===== src/rtl/apb_arb_pkg.sv =====
// ---------------------------------------------------------------------------
// apb_arb_pkg
// Shared definitions for the APB round-robin arbiter: parameter defaults and
// the transfer FSM state encoding.
// ---------------------------------------------------------------------------
package apb_arb_pkg;

  localparam int NREQ_DEF    = 4;
  localparam int AW_DEF      = 32;
  localparam int DW_DEF      = 32;
  localparam int TIMEOUT_DEF = 15;

  typedef enum logic [1:0] {
    ST_IDLE   = 2'b00,
    ST_SETUP  = 2'b01,
    ST_ACCESS = 2'b10,
    ST_DONE   = 2'b11
  } arb_state_e;

endpackage


===== src/rtl/apb_rr_arbiter_rr_pick.sv =====
// ---------------------------------------------------------------------------
// rr_pick
// Combinational round-robin search. Starting one position after last_gnt and
// wrapping modulo NREQ, returns the first requester whose req bit is high.
//
// Ports
//   req      in  [NREQ-1:0]  request vector
//   last_gnt in  [IW-1:0]    index of the most recent winner
//   win_idx  out [IW-1:0]    index of the selected requester
//   win_vld  out             high when at least one req bit is set
// ---------------------------------------------------------------------------
module rr_pick #(
  parameter int NREQ = 4,
  parameter int IW   = $clog2(NREQ)
) (
  input  logic [NREQ-1:0] req,
  input  logic [IW-1:0]   last_gnt,
  output logic [IW-1:0]   win_idx,
  output logic            win_vld
);

  logic [IW-1:0] cand;

  always_comb begin
    win_idx = '0;
    win_vld = 1'b0;
    cand    = '0;
    // i = NREQ lands back on last_gnt itself, so a lone repeat requester
    // is still served.
    for (int i = 1; i <= NREQ; i++) begin
      cand = IW'((int'(last_gnt) + i) % NREQ);
      if (!win_vld && req[cand]) begin
        win_vld = 1'b1;
        win_idx = cand;
      end
    end
  end

endmodule


===== src/rtl/apb_rr_arbiter.sv =====
// ---------------------------------------------------------------------------
// apb_rr_arbiter
// Shares one APB master port among NREQ requesters. Arbitration happens only
// in IDLE; the winner's address, write data and direction are latched and a
// full SETUP/ACCESS/DONE transfer runs before the next pick. A stalled slave
// is cut off after TIMEOUT ACCESS cycles and reported through err.
//
// Ports
//   pclk, prst_n          clock, synchronous active-low reset
//   req, req_write        per-requester request level and direction (1=write)
//   req_addr, req_wdata   packed per-requester address / write data
//   gnt                   one-hot owner during SETUP and ACCESS
//   done                  one-cycle completion pulse to the owner
//   rdata, err            read data and error flag, valid while done is high
//   psel, penable, pwrite, paddr, pwdata      APB request side
//   prdata, pready, pslverr                   APB response side
// ---------------------------------------------------------------------------
module apb_rr_arbiter
  import apb_arb_pkg::*;
#(
  parameter int NREQ    = NREQ_DEF,
  parameter int AW      = AW_DEF,
  parameter int DW      = DW_DEF,
  parameter int TIMEOUT = TIMEOUT_DEF
) (
  input  logic               pclk,
  input  logic               prst_n,
  input  logic [NREQ-1:0]    req,
  input  logic [NREQ-1:0]    req_write,
  input  logic [NREQ*AW-1:0] req_addr,
  input  logic [NREQ*DW-1:0] req_wdata,
  output logic [NREQ-1:0]    gnt,
  output logic [NREQ-1:0]    done,
  output logic [DW-1:0]      rdata,
  output logic               err,
  output logic               psel,
  output logic               penable,
  output logic               pwrite,
  output logic [AW-1:0]      paddr,
  output logic [DW-1:0]      pwdata,
  input  logic [DW-1:0]      prdata,
  input  logic               pready,
  input  logic               pslverr
);

  localparam int IW = $clog2(NREQ);
  localparam int CW = $clog2(TIMEOUT + 1);
  // Count value seen on the TIMEOUT-th ACCESS cycle (counter starts at 0).
  localparam logic [CW-1:0] WCNT_LAST = CW'(TIMEOUT - 1);

  arb_state_e    state;
  logic [IW-1:0] last_gnt;
  logic [IW-1:0] win_idx;
  logic          win_vld;
  logic [CW-1:0] wcnt;

  logic [AW-1:0] addr_a  [NREQ];
  logic [DW-1:0] wdata_a [NREQ];

  for (genvar g = 0; g < NREQ; g++) begin : g_unpack
    assign addr_a[g]  = req_addr[g*AW +: AW];
    assign wdata_a[g] = req_wdata[g*DW +: DW];
  end

  rr_pick #(
    .NREQ (NREQ),
    .IW   (IW)
  ) u_rr_pick (
    .req      (req),
    .last_gnt (last_gnt),
    .win_idx  (win_idx),
    .win_vld  (win_vld)
  );

  always_ff @(posedge pclk) begin
    if (!prst_n) begin
      state    <= ST_IDLE;
      psel     <= 1'b0;
      penable  <= 1'b0;
      pwrite   <= 1'b0;
      paddr    <= '0;
      pwdata   <= '0;
      gnt      <= '0;
      done     <= '0;
      rdata    <= '0;
      err      <= 1'b0;
      wcnt     <= '0;
      // Start just below requester 0 so it wins the first arbitration.
      last_gnt <= IW'(NREQ - 1);
    end else begin
      case (state)
        ST_IDLE: begin
          if (win_vld) begin
            state    <= ST_SETUP;
            psel     <= 1'b1;
            penable  <= 1'b0;
            pwrite   <= req_write[win_idx];
            paddr    <= addr_a[win_idx];
            pwdata   <= wdata_a[win_idx];
            gnt      <= NREQ'(1) << win_idx;
            last_gnt <= win_idx;
          end
        end

        ST_SETUP: begin
          state   <= ST_ACCESS;
          penable <= 1'b1;
          wcnt    <= '0;
        end

        ST_ACCESS: begin
          if (pready || (wcnt == WCNT_LAST)) begin
            state   <= ST_DONE;
            psel    <= 1'b0;
            penable <= 1'b0;
            gnt     <= '0;
            // gnt still holds the owner's one-hot here.
            done    <= gnt;
            if (pready) begin
              rdata <= pwrite ? '0 : prdata;
              err   <= pslverr;
            end else begin
              rdata <= '0;
              err   <= 1'b1;
            end
          end else begin
            wcnt <= wcnt + CW'(1);
          end
        end

        ST_DONE: begin
          state <= ST_IDLE;
          done  <= '0;
        end

        default: state <= ST_IDLE;
      endcase
    end
  end

endmodule


===== config.mk =====
export PLATFORM = sky130hd
export DESIGN_NAME = apb_rr_arbiter
export DESIGN_NICKNAME = d
export VERILOG_FILES = /design/src/rtl/apb_arb_pkg.sv /design/src/rtl/apb_rr_arbiter_rr_pick.sv /design/src/rtl/apb_rr_arbiter.sv
export SDC_FILE = /design/constraint.sdc
export NUM_CORES = 1
export LEC_CHECK = 0
export CAP_MARGIN = 10
export CORE_AREA = 2 2 161 163
export DETAILED_ROUTE_END_ITERATION = 8
export DIE_AREA = 0 0 163 165
export DONT_BUFFER_PORTS = 1
export GPL_TIMING_DRIVEN = 0
export PLACE_DENSITY_LB_ADDON = 0.08
export SYNTH_ARGS = -nofsm -noshare
export SYNTH_HDL_FRONTEND = slang
export SYNTH_SLANG_ARGS = --single-unit

===== constraint.sdc =====
create_clock -name pclk -period 2.9 [get_ports pclk]
set_input_delay 0.58 -clock pclk [delete_from_list [all_inputs] [get_ports pclk]]
set_output_delay 0.58 -clock pclk [all_outputs]
set_load 0.03 [all_outputs]

==> load_flow_metrics.sql, run 1 <==
INSERT INTO impl_metrics (metric_group, metric, value, unit) VALUES
('run_status', 'outcome', 'finished, final reports clean', ''),
('synth', 'ys_types', '43', ''),
('drt', 'drt-initial-drc-count', '338', ''),
('layout', 'mostFrequentLayoutCell', 'dfxtp_1', ''),
('timing', 'finClkSkew', '0.0150', 'ns'),
('drt', 'post_drt_wl_per_cell', '24.0', 'um'),
('global_route', 'grt_first_pass_wirelength', '37.4', 'mm'),
('clock_network', 'clock-sinks', '116', ''),
('floorplan', 'die_width', '163', 'um'),
('worst_setup_path', 'worst_path_max_delay_cell', 'dfxtp_1', ''),
('layout', 'area_growth_syn_to_layout', '17.1', '%'),
('synth', 'synthesis.area_per_instance', '8.30', 'um^2'),
('clock_network', 'cts_tree', 'yes', ''),
('synth', 'netlist_area', '6040', 'um^2'),
('power_and_ir_drop', 'power.static_leakage', '2.21', 'nW'),
('drt', 'met1Wirelength', '10.2', 'mm'),
('synth', 'largest_area_contributor_in_the_synthesized_netlist', 'dfxtp_1', ''),
('timing', 'worst_slew_margin_rel', '39.8', '%'),
('floorplan', 'placement_rows', '58', ''),
('floorplan', 'start_util', '24.1', '%'),
('min_path', 'min_path_cells', '2', ''),
('drt', 'wirelength', '26.2', 'mm'),
('drt', 'top_signal_layer_used', 'met5', ''),
('clock_network', 'cts_root_buffer', 'clkbuf_16', ''),
('drt', 'wl_met3', '2.29', 'mm'),
('clock_network', 'maximum_number_of_buffers_from_clock_root_to_sink', '2', ''),
('synth', 'netlist.area_leader.share', '38.4', '%'),
('run', 'max_cap_viol_count', '0', ''),
('layout', 'final_nets', '1053', ''),
('worst_setup_path', 'stages_on_the_worst_setup_path', '7', ''),
('worst_setup_path', 'critPathMaxFanout', '10', ''),
('global_route', 'initial_antenna_violation_count', '2', ''),
('layout', 'layout_common_cells', 'dfxtp_1, nand3_1, o21ai_0, nand3b_1, a31oi_1', ''),
('worst_setup_path', 'timing.critical_path.buf_inv', '2', ''),
('clock_network', 'tritoncts.num_buffers', '17', ''),
('placement', 'gp_congestion', '0.867', ''),
('drt', 'firstDrtPassIters', '5', ''),
('worst_setup_path', 'endpoint_kind', 'register', ''),
('floorplan', 'dieArea', '26900', 'um^2'),
('drt', 'vias_per_cell', '5.71', ''),
('placement', 'placement.io_buffers', '0', ''),
('synth', 'warnings_from_yosys', '0', ''),
('drt', 'ant_nets', '0', ''),
('timing', 'period_share', '81.5', '%'),
('synth', 'syn-num-nets', '1034', ''),
('min_path', 'holdCritPathClass', 'in2reg', ''),
('worst_setup_path', 'cp-start-kind', 'register', ''),
('power_and_ir_drop', 'power.ir.vdd_worst', '395', 'uV'),
('clock_network', 'worst_setup_hold_path_clk_slew', '0.06', 'ns'),
('drt', 'dr_total_vias', '6235', ''),
('timing', 'worst-slew-pin-transition', '0.902', 'ns'),
('clock_network', 'cts_hold_buf', '0', ''),
('drt', 'drcViolationCount', '0', ''),
('worst_setup_path', 'required', '3.18', 'ns'),
('timing', 'unrepaired_setup_endpoints_after_global_routing', 'false', ''),
('layout', 'finished_layout_cell_area', '7080', 'um^2'),
('floorplan', 'num_io_pins', '408', ''),
('worst_setup_path', 'worst_r2r_path_depth', '7', ''),
('layout', 'instances_no_fill', '1091', ''),
('global_route', 'global_route.usage.total', '18.4', '%'),
('global_route', 'grt_max_degree', '17', ''),
('floorplan', 'fp.dieH', '165', 'um'),
('worst_setup_path', 'arrival_time_of_data_at_the_critical_path_endpoint', '2.65', 'ns'),
('worst_setup_path', 'critPathMaxStageDelay', '0.51', 'ns'),
('timing', 'max_freq', '0.423', 'GHz'),
('clock_network', 'postCtsSetupBuffers', '0', ''),
('worst_setup_path', 'worst_path_cell_chain', 'nor2b_4 -> o21a_1 -> nor3_2 -> buf_4 -> clkbuf_1 -> nand3b_1 -> a31oi_1', ''),
('synth', 'ys_dominant_reg_cell', 'dfxtp_1', ''),
('clock_network', 'cts-htree-levels', '4', ''),
('clock_network', 'worstSkewPairLatency', '0.42', 'ns'),
('synth', 'postSynthCellCount', '728', '');
[layer usage]
metal  GRT usage (%)  vias to the layer above
met5               0                        -
met4            6.36                        2
met3            5.55                       38
met2            32.0                      333
met1            21.5                     3033
li1                -                     2829
[flip-flops by register name, summed over array words and instances (netlist names)]
| register | flops |
|---|---|
| paddr | 32 |
| pwdata | 32 |
| rdata | 32 |
| done | 4 |
| gnt | 4 |
| wcnt | 4 |
| last_gnt | 2 |
| state | 2 |
| err | 1 |
| penable | 1 |
| psel | 1 |
| pwrite | 1 |
[worst register-to-register path, delay by kind of cell (launching register included)]
family                 cells  cell delay (ns)
flip-flops                 1             0.51
AND/OR/NAND/NOR            3             0.75
buffers and inverters      2             0.67
AO/OA/AOI/OAI              2             0.31
[report_power, final]
part / internal [mW] / switching [mW] / total, mW
Sequential: 2.13 / 1.46 / 3.60
Combinational: 1.15 / 2.13 / 3.29
Clock: 1.38 / 0.879 / 2.26
[per-stage QoR]
step / util [%] / setup WS [ns] / total power, mW
after floorplan: - / 0.846 / 5.75
after global placement: 25.8 / 0.204 / 6.90
after detailed placement: 25.8 / 0.128 / 6.94
after CTS: 28.3 / 0.426 / 9.24
after global routing: 28.3 / 0.244 / 9.70
final: 28.3 / 0.538 / 9.14
[layout make-up]
cell class | instances | area (um^2)
Antenna cell | 1 | 2.50
Multi-Input combinational cell | 521 | 3320
Clock inverter | 15 | 194
Fill cell | 2699 | 18000
Clock buffer | 17 | 425
Tap cell | 330 | 413
Buffer | 84 | 377
Inverter | 7 | 26.3
Sequential cell | 116 | 2320
[path summary, 6_finish.rpt]
kind / start / to / slack (ns)
setup / recovery: last_gnt[0] / pwdata[11] / 0.54
hold / removal: prdata[1] / rdata[1] / 0.33
setup reg to reg: last_gnt[0] / pwdata[11] / 0.54
hold reg to reg: wcnt[2] / wcnt[2] / 0.51
[cells by family after synthesis]
family / share of synthesized area [%]
compound gates: 30.4
fa+ha+maj: 1.24
mux: 0.166
flops: 38.4
simple gates: 23.1
buf+inv: 6.67
[Yosys cell counts, types with 7 or more instances]
master and n:
nand3_1 100, a221oi_1 62, nor2_1 10, a31oi_1 66, a21oi_1 7, nand2_1 45
buf_2 16, nand3b_1 66, dfxtp_1 116, inv_1 7, buf_4 11, clkbuf_1 53
a21boi_0 35, o21ai_0 70, nor2b_1 15
No activity file was read; power rests on OpenSTA's default activity.
==> inputs of run 2 (changes only) <==
ABC_AREA = 1   (was unset)
CORE_AREA = 2 2 158 160   (was 2 2 161 163)
DIE_AREA = 0 0 160 162   (was 0 0 163 165)
clock period = 2.2 ns   (was 2.9 ns; I/O delays follow)
==> run 2 against run 1 <==
  * Register-to-register slack lost 0.46 ns
  * Utilization grew 8.8 points
  * Clock skew shrank 0.0030 ns
  * Worst hold slack lost 0.18 ns
  * Worst setup slack lost 0.46 ns
  * Sequential share of layout area shrank 6.8 points
  * Global-route usage grew 4.2 points
  * Die area shrank 3.6%
  * Highest routed layer unchanged
  * Combinational power grew to 3.9 times the previous value
  * Critical path depth grew 11
  * Sequential cell count is the same
  * Critical path type unchanged
  * Clock-buffer cell count grew 1
==> load_flow_metrics.sql, run 2 <==
INSERT INTO impl_metrics (metric_group, metric, value, unit) VALUES
('run_status', 'outcome', 'finished, final reports clean', ''),
('timing', 'finalHoldViolations', '0', ''),
('floorplan', 'standard_cell_core_area', '24100', 'um^2'),
('global_route', 'first_global_vias', '7698', ''),
('synth', 'netlist.area_leader.share', '31.4', '%'),
('timing', 'unrepaired_setup_endpoints_after_global_routing', 'true', ''),
('clock_network', 'cts_root_buffer', 'clkbuf_16', ''),
('layout', 'finish.utilization', '37.0', '%'),
('drt', 'wirelength', '30.5', 'mm'),
('layout', 'final_nets', '1627', ''),
('synth', 'post_synthesis_async_set_or_reset_flop_share', '0', '%'),
('clock_network', 'tritoncts.num_buffers', '17', ''),
('synth', 'postSynthCellCount', '1291', ''),
('synth', 'netlist_area', '7400', 'um^2'),
('layout', 'layout_common_cells', 'nand2_1, nand3_1, nor2_1, dfxtp_1, inv_1', ''),
('placement', 'dp_hpwl', '23.7', 'mm'),
('global_route', 'grt_first_pass_wirelength', '45.1', 'mm'),
('layout', 'area_growth_syn_to_layout', '20.7', '%'),
('timing', 'period_share', '96.5', '%'),
('synth', 'synth_sequential_area_ratio', '31.4', '%'),
('placement', 'placement.io_buffers', '0', ''),
('floorplan', 'placement_rows', '57', ''),
('worst_setup_path', 'required', '2.51', 'ns'),
('synth', 'post_synth_most_frequent_cells', 'nand2_1, nand3_1, nor2_1, dfxtp_1, inv_1', ''),
('layout', 'num-fill-cells', '2780', ''),
('timing', 'worst-slew-pin-transition', '0.661', 'ns'),
('timing', 'finClkSkew', '0.0120', 'ns'),
('global_route', 'globalRouteOverflowTotal', '0', ''),
('power_and_ir_drop', 'power.ir.vdd_worst', '841', 'uV'),
('drt', 'drcViolationCount', '0', ''),
('floorplan', 'fp.dieH', '162', 'um'),
('worst_setup_path', 'endpoint_kind', 'register', ''),
('clock_network', 'clock-sinks', '116', ''),
('timing', 'report.final.slew_viol_count', '0', ''),
('power_and_ir_drop', 'power_per_cell_area', '2230', 'nW/um^2'),
('global_route', 'grt_max_degree', '17', ''),
('clock_network', 'cts_hold_buf', '0', ''),
('global_route', 'initial_antenna_violation_count', '1', ''),
('layout', 'multiInputGateArea', '4490', 'um^2'),
('timing', 'setup_viol', '0', ''),
('drt', 'firstDrtPassIters', '5', ''),
('synth', 'largest_area_contributor_in_the_synthesized_netlist', 'dfxtp_1', ''),
('worst_setup_path', 'cp-start-kind', 'register', ''),
('layout', 'drive_above_1_share', '14.2', '%'),
('timing', 'period_minus_slack', '2.12', 'ns'),
('clock_network', 'cts_tree', 'yes', ''),
('synth', 'number_of_flops_mapped_to_enable_cells_by_yosys', '0', ''),
('floorplan', 'dieArea', '25900', 'um^2'),
('run', 'max_cap_viol_count', '0', ''),
('synth', 'yosysMostFrequentCell', 'nand2_1', ''),
('timing', 'max_freq', '0.471', 'GHz'),
('floorplan', 'num_io_pins', '408', ''),
('worst_setup_path', 'worst-setup-path-type', 'reg2reg', ''),
('synth', 'syn-num-nets', '1597', ''),
('global_route', 'global_route.usage.total', '22.6', '%'),
('worst_setup_path', 'arrival_time_of_data_at_the_critical_path_endpoint', '2.44', 'ns'),
('floorplan', 'die_width', '160', 'um'),
('layout', 'mostFrequentLayoutCell', 'nand2_1', ''),
('synth', 'synthesis.area_per_instance', '5.73', 'um^2'),
('clock_network', 'cts-htree-levels', '4', ''),
('layout', 'regArea', '2320', 'um^2'),
('synth', 'ys_types', '26', ''),
('drt', 'ant_nets', '0', ''),
('clock_network', 'worst_setup_hold_path_clk_slew', '0.06', 'ns'),
('drt', 'dr_total_vias', '8027', ''),
('synth', 'ys_dominant_reg_cell', 'dfxtp_1', ''),
('power_and_ir_drop', 'power.static_leakage', '4.61', 'nW'),
('synth', 'ys_ff_latch', '116', ''),
('worst_setup_path', 'critPathMaxFanout', '10', ''),
('layout', 'largestRegisters', 'paddr: 32 flops, pwdata: 32 flops, rdata: 32 flops', ''),
('synth', 'netlist_top_cells_area', 'dfxtp_1, nand2_1, nand3_1', ''),
('timing', 'worst_slew_margin_rel', '55.5', '%'),
('clock_network', 'worstSkewPairLatency', '0.42', 'ns'),
('min_path', 'holdCritPathClass', 'in2reg', ''),
('drt', 'post_drt_wl_per_cell', '18.4', 'um'),
('timing', 'holdWs', '0.150', 'ns'),
('drt', 'vias_per_cell', '4.84', ''),
('clock_network', 'maximum_number_of_buffers_from_clock_root_to_sink', '2', ''),
('drt', 'drt-initial-drc-count', '379', ''),
('placement', 'gp_congestion', '0.839', ''),
('floorplan', 'start_util', '30.7', '%'),
('synth', 'warnings_from_yosys', '0', '');
[run 2: cell count changes after synthesis, moves of 62 or more]
cell      before  now
a221oi_1      62    0
a31oi_1       66    0
inv_1          7   78
nand2_1       45  535
nand3_1      100  236
nand3b_1      66    0
nor2_1        10  142
o21ai_0       70    8
[run 2: worst paths after layout]
kind	startpoint	endpoint	slack, ns	depth (start not counted)
worst min register to register	wcnt[0]	wcnt[0]	0.49	1
worst max register to register	last_gnt[0]	paddr[0]	0.08	18
worst min-delay path	prst_n	wcnt[0]	0.15	2
worst max-delay path	last_gnt[0]	paddr[0]	0.08	18
[run 2: critical path, cell delays in order (launching register included)]
cell     delay, ns
dfxtp_2       0.33
buf_8         0.13
inv_8         0.05
nand2_2       0.06
nand2_2       0.07
nand2_2       0.08
nand2_4       0.07
nor2_4        0.19
nand3_4       0.12
nand2_8       0.14
nand2_8       0.09
buf_12        0.16
buf_6         0.14
nand2_1       0.05
nand2_1       0.07
nand2_1       0.08
nand3_2       0.07
nand2_1       0.07
inv_1         0.03
[run 2: what timing repair did]
| action | CTS | global route |
|---|---|---|
| buffers inserted | 0 | 9 |
| pin swaps | 2 | 27 |
| cloned | 0 | 3 |
| setup endpoints to repair | 101 | 99 |
| resized for setup | 13 | 123 |
[run 2: kinds of logic after synthesis]
group                      count (synthesis)  share of synthesized area, %
AOI/OAI and AO/OA                         61                          4.28
adders and majority gates                  6                          1.01
buffers and inverters                    179                          11.4
and+or+nand+nor                          927                          51.7
xor gates and xnor gates                   2                         0.237
DFF                                      116                          31.4
[run 2: final cells by class]
| type | instances | share of cell area, % |
|---|---|---|
| clock inverter | 14 | 1.58 |
| sequential | 116 | 26.0 |
| inverter | 86 | 3.73 |
| timing repair buffer | 11 | 1.32 |
| tap | 324 | 4.54 |
| multi-input combinational | 997 | 50.3 |
| antenna | 1 | 0.0280 |
| clock buffer | 18 | 4.92 |
| buffer | 92 | 7.60 |
[run 2: metal layers]
layer | vias up | global-route usage, % | routed length (um)
li1 | 4113 | - | -
met1 | 3602 | 26.2 | 12400
met2 | 271 | 39.9 | 15300
met3 | 39 | 7.25 | 2220
met4 | 2 | 6.84 | 578
met5 | - | 0 | 13
[run 2: per-stage QoR]
| stage | total power, mW | worst slack (ns) | std cells | cell area, um^2 | setup TNS, ns |
|---|---|---|---|---|---|
| floorplan | 12.4 | 0.420 | 1291 | 7400 | 0 |
| global placement | 15.7 | -0.101 | 1615 | 7800 | -5.00 |
| detailed placement | 15.7 | -0.141 | 1615 | 7800 | -7.74 |
| CTS | 18.7 | 0.00982 | 1647 | 8430 | 0 |
| global route | 21.9 | -0.108 | 1658 | 8930 | -2.84 |
| finish | 19.9 | 0.0777 | 1659 | 8930 | 0 |
[run 2: power breakdown]
part           switching, mW  total, mW  internal [mW]  leakage (nW)
Combinational           8.15       12.8           4.70          3.37
Clock                   1.17       2.79           1.62         0.285
Sequential              1.54       4.24           2.70         0.953
Total                   10.9       19.9           9.02          4.61
